File: src/rtl/stream_boxcar_decim.sv
// Boxcar-averaging decimator for packetised signed sample streams.
// Averages 2^decim_log2 input beats into one output beat and keeps packet framing.
module stream_boxcar_decim #(
    parameter int DATA_WIDTH     = 16,
    parameter int DECIM_LOG2_MAX = 8
) (
    input  logic                  clk,
    input  logic                  resetn,
    input  logic [3:0]            decim_log2,
    input  logic [DATA_WIDTH-1:0] s_tdata,
    input  logic                  s_tvalid,
    output logic                  s_tready,
    input  logic                  s_tlast,
    output logic [DATA_WIDTH-1:0] m_tdata,
    output logic                  m_tvalid,
    output logic                  m_tlast,
    input  logic                  m_tready
);

    // state | meaning
    // FIRST | waiting for the first beat of a packet, latches the decimation exponent
    // ACCUM | summing the remaining beats of the packet block by block
    typedef enum logic {S_FIRST, S_ACCUM} state_t;

    localparam int AW = DATA_WIDTH + DECIM_LOG2_MAX;
    localparam int CW = DECIM_LOG2_MAX + 1;
    localparam logic [CW-1:0] ONE = {{(CW-1){1'b0}}, 1'b1};
    localparam logic [3:0]    DL_MAX = 4'(DECIM_LOG2_MAX);

    state_t                r_state;
    logic [3:0]            r_dl;
    logic signed [AW-1:0]  r_acc;
    logic [CW-1:0]         r_count;
    logic [DATA_WIDTH-1:0] r_m_tdata;
    logic                  r_m_tvalid;
    logic                  r_m_tlast;

    logic                  w_in_beat;
    logic [3:0]            w_dl_new;
    logic [3:0]            w_dl_eff;
    logic signed [AW-1:0]  w_sext;
    logic signed [AW-1:0]  w_sum;
    logic [CW-1:0]         w_count_next;
    logic [CW-1:0]         w_block_len;
    logic                  w_complete;
    logic                  w_emit;

    assign s_tready  = !r_m_tvalid | m_tready;
    assign m_tdata   = r_m_tdata;
    assign m_tvalid  = r_m_tvalid;
    assign m_tlast   = r_m_tlast;

    assign w_in_beat    = s_tvalid & s_tready;
    assign w_dl_new     = (decim_log2 > DL_MAX) ? DL_MAX : decim_log2;
    assign w_dl_eff     = (r_state == S_FIRST) ? w_dl_new : r_dl;
    assign w_sext       = {{DECIM_LOG2_MAX{s_tdata[DATA_WIDTH-1]}}, s_tdata};
    assign w_sum        = (r_state == S_FIRST) ? w_sext : (r_acc + w_sext);
    assign w_count_next = (r_state == S_FIRST) ? ONE : (r_count + ONE);
    assign w_block_len  = ONE << r_dl;
    // The block length compare uses only the exponent latched at packet start
    assign w_complete   = s_tlast | ((r_state == S_FIRST) ? (w_dl_new == 4'd0)
                                                          : (w_count_next == w_block_len));
    assign w_emit       = w_in_beat & w_complete;

    always_ff @(posedge clk) begin
        if (!resetn) begin
            r_state    <= S_FIRST;
            r_dl       <= 4'd0;
            r_acc      <= '0;
            r_count    <= '0;
            r_m_tdata  <= '0;
            r_m_tvalid <= 1'b0;
            r_m_tlast  <= 1'b0;
        end else begin
            if (w_emit) begin
                r_m_tdata  <= DATA_WIDTH'(w_sum >>> w_dl_eff);
                r_m_tvalid <= 1'b1;
                r_m_tlast  <= s_tlast;
            end else if (m_tready) begin
                r_m_tvalid <= 1'b0;
            end

            if (w_in_beat) begin
                case (r_state)
                    S_FIRST: begin
                        r_dl    <= w_dl_new;
                        r_acc   <= w_sum;
                        r_count <= w_count_next;
                        r_state <= w_complete ? S_FIRST : S_ACCUM;
                    end
                    S_ACCUM: begin
                        if (w_emit && s_tlast) begin
                            r_acc   <= w_sum;
                            r_count <= w_count_next;
                            r_state <= S_FIRST;
                        end else if (w_emit) begin
                            r_acc   <= '0;
                            r_count <= '0;
                        end else begin
                            r_acc   <= w_sum;
                            r_count <= w_count_next;
                        end
                    end
                    default: r_state <= S_FIRST;
                endcase
            end
        end
    end

endmodule

File: config.mk
export PLATFORM = sky130hd
export DESIGN_NAME = stream_boxcar_decim
export DESIGN_NICKNAME = d
export VERILOG_FILES = /design/src/rtl/stream_boxcar_decim.sv
export SDC_FILE = /design/constraint.sdc
export NUM_CORES = 1
export LEC_CHECK = 0
export BUFFER_PORTS_ARGS = -buffer_cell sky130_fd_sc_hd__buf_2
export CAP_MARGIN = 20
export CORE_UTILIZATION = 30
export DETAILED_ROUTE_END_ITERATION = 10
export GPL_TIMING_DRIVEN = 1
export HOLD_SLACK_MARGIN = 0.05
export MAX_ROUTING_LAYER = met4
export PLACE_DENSITY = 0.58
export SYNTH_ARGS = -nofsm -noshare
export SYNTH_HDL_FRONTEND = slang
export SYNTH_SLANG_ARGS = --single-unit
File: constraint.sdc
create_clock -name clk -period 4.5 [get_ports clk]
set_clock_uncertainty 0.1 [all_clocks]
set_input_delay 0.45 -clock clk [delete_from_list [all_inputs] [get_ports clk]]
set_output_delay 0.45 -clock clk [all_outputs]
set_load 0.03 [all_outputs]
Word-level counts from Yosys, hierarchy flattened --
Index checks and enable logic that the tools add are counted.
Word-level totals: flip-flop bits (word level) 56, output and inout port bits 19
Cells by class: shifts and indexed selects 2, muxes and demuxes 16, add/sub/neg operators 2, order comparisons 1, bitwise logic cells 5, eq/ne operators 1, reduce and logical (&&, ||, !) cells 4
Operators by type and width (number):
- 2-to-1 mux 24 bit | 3
- one-hot mux 24 bit (2 select lines) | 1
- 2-to-1 mux 9 bit | 3
- adder 24 x 16 -> 24 bit | 1
- >>> shifter 24 x 4 -> 16 bit | 1
- one-hot mux 9 bit (2 select lines) | 1
- adder 9 x 1 -> 9 bit, second input constant | 1
- == test 9 bit | 1
- left shift 1 x 4 -> 9 bit, first input constant | 1
- 2-to-1 mux 4 bit | 2
- 2-to-1 mux 1 bit | 5
- greater-than comparator 4 bit, second input constant | 1
- zero test 4 bit | 1
- bitwise AND 1 bit | 2
- OR 1 bit | 2
- one-hot mux 1 bit (2 select lines) | 1
- nonzero test 2 bit | 1
- logical AND 1 bit | 1
- zero test 1 bit | 1
- inverter 1 bit | 1

Longest topological paths before layout --
Gate-level depths: netlist (run 1).
depth in word-level cells 9, mapped depth 13

Worst setup path after synthesis (run 1) --
OpenSTA, ideal clock, no wires.
path kind in2reg, from input s_tdata[0], to register r_m_tdata[13], in the netlist m_tdata[13], cell stages on the path 13, data required time 4.321 ns, slack 1.421 ns, data arrival time 2.901 ns, buffers on the path 0, setup time 0.079 ns, path through ha_1 > inv_1 > fa_1 > nor2b_4 > o31a_1 > o21ai_2 > o211ai_1 > mux2i_1 > and2_1 > o311ai_0 > o41ai_1 > or3_1 > o211ai_1
On the way: word-level cells in the longest chain between the ends 3
RTL lines:
- from (decl) | line 10 | input logic [DATA_WIDTH-1:0] s_tdata,
- adder 24 x 16 -> 24 bit | line 57 | assign w_sum = (r_state == S_FIRST) ? w_sext : (r_acc + w_sext);
- 2-to-1 mux 24 bit * | line 57
- >>> shifter 24 x 4 -> 16 bit * | line 76 | r_m_tdata <= DATA_WIDTH'(w_sum >>> w_dl_eff);
- to (signal assigned) | line 76
- to (decl) | line 34 | logic [DATA_WIDTH-1:0] r_m_tdata;
Mark *: on every way between the ends. The rest lies on a longest branch, timed or not. A chain may end at the register's enable or synchronous reset.

Worst setup path after layout (run 1) --
from input s_tdata[15], to register r_m_tdata[6], in the netlist m_tdata[6]
The elaborated chain is that of the path after synthesis.

==> flow_summary.ini, run 1 <==
[status]
outcome = completed

[timing]
setup_tns_ps = 0
rsz0062_at_grt = false
setup_viol = 0
fmax_mhz = 265.7
fin_crit_sh_pct = 83.63
drv_slew = 0
tightest_slew_ps = 935.1
period_needed_ps = 3763
finalHoldViolCount = 0
max_slew_margin_pct = 37.18

[floorplan]
ios = 44
die_area_um2 = 20320
die_y_um = 142.6
core_um2 = 19400
rows = 51
start_util_pct = 30.55
die_w_um = 142.6

[synthesis]
ys_seq_area_share_pct = 18.91
ys_warn_count = 0
synth-edff-count = 0
syn_inst = 820
ys_seq_elements = 56
syn_avg_cell_area_um2 = 7.228
synth_ff_type = dfxtp_1
async_flop_share_pct = 0
syn_nets = 870
syn_area_um2 = 5927
yosysUniqueCellTypes = 95

[power]
power_density_nw_per_um2 = 273.2
peakVddDrop_uv = 151.4
p_switching_uw = 755.5
p_sw_share_pct = 42.47
pwr-share-clk_pct = 24.4
p_leak_nw = 2.478
comb_power_share_pct = 43.8
internal_power_mw = 1.023
seq_power_share_pct = 31.8

[global_route]
antenna_found_initial = 0
grt_pass1_vias = 6054
grt_util_all_layers_pct = 22.09
overflow = 0
grt_max_degree = 48
grt_pass1_wl_mm = 33.71

[clocking]
ctsLongestPathBuffers = 2
clockRootBuffer = clkbuf_16
cts_setup_buffers = 0
cts_buffers = 5
post_cts_resized = 0
cts_tree = built
htree_levels = 2
clk_latency_ps = 320
hold_buffers = 0
cts_num_sinks = 56
clk_pin_slew_ps = 70

[placed_design]
dp_hpwl_mm = 16.14
portBuffers = 43
place_congestion = 0.9455

[critical_path]
endpoint = m_tdata[6]
crit_cells = 12
required_ps = 4640
crit_path_start = s_tdata[15]
ff2ff_path_depth = 11
critPathSlowestCell = nor3_1
end_kind = flip-flop
start_kind = input pin
cpLargestDelayFamily = simple AND/OR/NAND/NOR gates
r2r_slack_ps = 850
arrival_ps = 3900
worstPathCellList = buf_2 -> ha_1 -> nand4_1 -> nor3_1 -> nand3_1 -> nand3b_1 -> o211ai_1 -> a221oi_2 -> o32ai_1 -> nor2_1 -> o311ai_1 -> a21oi_1
cp_max_fo = 22
rr_startpoint = r_acc[14]
critical_path.max_stage_delay_ps = 800
rr_endpoint = m_tdata[6]
critPathBufInv = 1
crit_type = input pin to flip-flop

[drt]
drtIter0Drc = 579
drcViolationCount = 0
vias_per_cell = 5.899
ant_nets = 0
first_pass_iters = 7
wirelength_mm = 21.30
wl_per_cell_um = 19.47
vias = 6453

[flow_run]
maxCapViolCount = 0

[finish]
filler_cell_count = 2135
final_common_cell = nand2_1
nNetsFinal = 878
layout_common_cells = nand2_1, nor2_1, a21oi_1
drive_gt1_share_pct = 13.63
diodes = 0
syn_to_final_growth_pct = 9.837
fin_util_pct = 33.56

[worst_hold_path]
hold_path_class = input pin to flip-flop
## logic make-up (layout without fill, tap and decap cells)
group | Yosys count | after routing | share of synthesized area, %
compound gates | 304 | 304 | 35.74
xor+xnor | 23 | 23 | 3.884
fa+ha+maj | 25 | 25 | 5.404
buf+inv | 77 | 86 | 5.446
flops | 56 | 56 | 18.92
mux | 18 | 18 | 3.737
simple gates | 317 | 317 | 26.87
## Yosys cell counts (4+ instances only)
| library cell | number | share of area (%) |
|---|---|---|
| nand2_1 | 101 | 6.4 |
| nor2_1 | 74 | 4.7 |
| a21oi_1 | 73 | 6.2 |
| o21ai_0 | 63 | 5.3 |
| dfxtp_1 | 56 | 19 |
| clkbuf_1 | 37 | 2.3 |
| nand3_1 | 27 | 2.3 |
| o211ai_1 | 25 | 3.2 |
| ha_1 | 24 | 5.1 |
| nor3_1 | 24 | 2.0 |
| buf_2 | 17 | 1.4 |
| inv_1 | 16 | 1.0 |
| a211oi_1 | 15 | 1.9 |
| xnor2_1 | 14 | 2.1 |
| a31oi_1 | 13 | 1.4 |
| mux2i_1 | 12 | 2.0 |
| nor2b_1 | 11 | 1.2 |
| and3_1 | 10 | 1.1 |
| nand2b_1 | 10 | 1.1 |
| o21a_1 | 9 | 1.1 |
| nor4_1 | 8 | 0.84 |
| o21ai_1 | 8 | 0.68 |
| or3_1 | 8 | 0.84 |
| a22oi_1 | 7 | 0.89 |
| nand4_1 | 7 | 0.74 |
| o221ai_1 | 7 | 1.0 |
| a21o_1 | 6 | 0.76 |
| and2_1 | 6 | 0.63 |
| o311ai_0 | 6 | 0.89 |
| xor2_1 | 6 | 0.89 |
| a21boi_0 | 5 | 0.63 |
| o2111ai_1 | 5 | 0.74 |
| o211a_1 | 5 | 0.84 |
| a221oi_1 | 4 | 0.59 |
| nor4b_1 | 4 | 0.59 |
| o32ai_1 | 4 | 0.59 |
## power groups by stage
stage,Clock [mW],Sequential [mW],Combinational (mW)
global route,0.458,0.572,0.850
detailed placement,0,0.577,0.763
finish,0.434,0.566,0.778
floorplan,0,0.590,0.540
CTS,0.442,0.566,0.767
global placement,0,0.577,0.764
## layer usage
metal	routed length (um)	track usage, %
met3	1245	2.524
met4	922	10.13
met2	9460	34.75
met5	0	-
met1	9667	28.28
## worst min path at each step
stage	from	endpoint	slack [ps]	depth (start not counted)
after floorplan	r_acc[15]	r_acc[15]	340	2
after global placement	m_tlast	m_tlast	350	2
after detailed placement	m_tlast	m_tlast	350	2
after CTS	s_tdata[0]	r_acc[0]	340	3
after global routing	s_tdata[0]	r_acc[0]	390	3
final	s_tdata[0]	r_acc[0]	340	3
## worst reg2reg max path, delay by kind of cell, from the launching register on
family / cells / cell delay (ps)
simple gates: 5 / 1600
compound gates: 5 / 1110
flops: 1 / 320
fa+ha+maj: 1 / 460
## flip-flops by register name, indices dropped and copies added, names as in the netlist
name / flops
r_dl: 4
r_acc: 24
r_count: 9
m_tlast: 1
m_tdata: 16
m_tvalid: 1
r_state: 1
## cell type report
| cell class | count | area, um2 | share of cell area [%] |
|---|---|---|---|
| well taps | 265 | 331.6 | 5.093 |
| inverters | 18 | 67.56 | 1.038 |
| flip-flops and latches | 56 | 1122 | 17.24 |
| multi-input cells | 687 | 4496 | 69.06 |
| clock inverters | 1 | 7.507 | 0.1153 |
| repair buffers | 60 | 342.8 | 5.266 |
| clock buffers | 7 | 142.6 | 2.191 |
## per-stage QoR
step	total power, mW	worst slack (ps)	hold slack, ps	cell area, um2	instances
after detailed placement	1.341	592.4	353.4	6360	1086
after global routing	1.880	580.4	393.2	6510	1094
after global placement	1.341	531.0	348.3	6360	1086
final	1.779	736.6	335.9	6510	1094
after CTS	1.775	895.4	339.3	6510	1094
after floorplan	1.130	1421	335.6	5927	820
Power figures use the tool's default switching activity.
==> run 2, diff against run 1 <==
- clock period: 4.5 -> 3.85 ns (I/O delays scaled with it)
==> flow_summary.ini, run 2 (synthesis gave the netlist of run 1 again) <==
[clocking]
post_cts_resized = 0
cts_tree = built
clk_pin_slew_ps = 80
cts_setup_buffers = 0
cts_num_sinks = 56
htree_levels = 2
hold_buffers = 0
ctsLongestPathBuffers = 2
cts_buffers = 5
clk_latency_ps = 310
clockRootBuffer = clkbuf_16

[placed_design]
dp_hpwl_mm = 16.54
place_congestion = 0.9450
numPlacedInstances = 1103
portBuffers = 43

[critical_path]
crit_path_start = r_acc[0]
rr_startpoint = r_acc[0]
crit_path_frequent_cell = o31a_1
critical_path.max_stage_delay_ps = 430
end_kind = flip-flop
crit_type = flip-flop to flip-flop
critPathBufInv = 1
start_kind = flip-flop
cpLargestDelayFamily = compound AO/OA/AOI/OAI gates
arrival_ps = 3610
critPathSlowestCell = fa_1
worstPathCellList = ha_1 -> inv_1 -> fa_1 -> nor2b_4 -> o31a_1 -> o21ai_2 -> o211ai_1 -> mux2i_1 -> and2_1 -> o311ai_0 -> o31a_1 -> o221ai_1 -> a211oi_1
cp_max_fo = 7
r2r_slack_ps = 360
required_ps = 3970

[power]
comb_power_share_pct = 45.2
seq_power_share_pct = 32.0
peakVddDrop_uv = 171.8
p_sw_share_pct = 42.52
p_switching_uw = 879.7
p_leak_nw = 2.554
power_density_nw_per_um2 = 312.1
pwr-share-clk_pct = 22.8
power.total_mw = 2.069
internal_power_mw = 1.189

[floorplan]
start_util_pct = 30.55
die_w_um = 142.6
die_y_um = 142.6
die_area_um2 = 20320
core_um2 = 19400
ios = 44
rows = 51

[timing]
fin_crit_sh_pct = 90.73
fmax_mhz = 286.3
drv_slew = 0
period_needed_ps = 3493
max_slew_margin_pct = 50.97
setup_tns_ps = 0
finalHoldViolCount = 0
rsz0062_at_grt = false
setup_viol = 0
tightest_slew_ps = 735.5

[drt]
wirelength_mm = 21.67
vias = 6557
ant_nets = 0
wl_per_cell_um = 19.50
vias_per_cell = 5.902
drtIter0Drc = 504
first_pass_iters = 7
drcViolationCount = 0

[finish]
stdcell_count = 1111
largest_register = r_acc
drive_gt1_share_pct = 15.38
nNetsFinal = 895
layout_common_cells = nand2_1, nor2_1, a21oi_1
largest_reg_flops = 24
final_common_cell = nand2_1
syn_to_final_growth_pct = 11.82

[worst_hold_path]
hold_path_class = input pin to flip-flop
holdCritStartpoint = s_tdata[0]

[global_route]
antenna_found_initial = 1
grt_pass1_wl_mm = 33.91
overflow = 0
grt_pass1_vias = 6147
grt_util_all_layers_pct = 22.24
grt_max_degree = 47

[status]
outcome = completed

[flow_run]
maxCapViolCount = 0
## run 2: cell count changes in the layout (fill, tap and decap cells not counted)
cell      change
clkbuf_1      -1
clkinv_2      +1
buf_4        +17
clkbuf_8      -1
diode_2       +1
## run 2: final timing paths
path,depth (start not counted),to
min,3,r_acc[0]
max,13,m_tdata[9]
min reg2reg,2,m_tlast
max reg2reg,13,m_tdata[9]
## run 2: area by class of cell
| type | instances | area (um2) |
|---|---|---|
| fillers | 2130 | 12770 |
| multi-input cells | 687 | 4496 |
| flip-flops and latches | 56 | 1122 |
| repair buffers | 77 | 470.5 |
| well taps | 265 | 331.6 |
| clock buffers | 5 | 125.1 |
| inverters | 18 | 67.56 |
| clock inverters | 2 | 12.51 |
| diodes | 1 | 2.502 |
## run 2: layer usage
layer / track usage (%) / share of wire [%] / up-vias
met5: - / 0 / -
met4: 7.244 / 2.9 / 0
met3: 3.062 / 7.3 / 46
met2: 35.24 / 45 / 271
met1: 29.01 / 45 / 3085
li1: - / - / 3155
## run 2: per-stage QoR
stage               hold slack [ps]  area [um2]  worst slack, ps  utilization (%)
floorplan                     335.6        5927            835.5                -
global placement              348.7        6487            266.4            33.44
detailed placement            347.0        6487            240.5            33.44
CTS                           288.1        6625            388.4            34.15
global route                  305.8        6628            164.7            34.17
finish                        281.1        6628            356.9            34.17
## run 2: worst register-to-register path, cell delays in order, from the launching register on
cell and delay, ps:
dfxtp_1 330, ha_1 160, inv_1 50, fa_1 430, nor2b_4 150, o31a_1 320
o21ai_2 190, o211ai_1 320, mux2i_1 190, and2_1 210, o311ai_0 330, o31a_1 220
o221ai_1 120, a211oi_1 280
## run 2: power by group through the flow
stage	Clock (mW)	Combinational (mW)	Sequential, mW
final	0.472	0.935	0.662
after global routing	0.504	1.02	0.667
after CTS	0.486	0.919	0.661
after detailed placement	0	0.915	0.674
after global placement	0	0.919	0.674
after floorplan	0	0.632	0.690
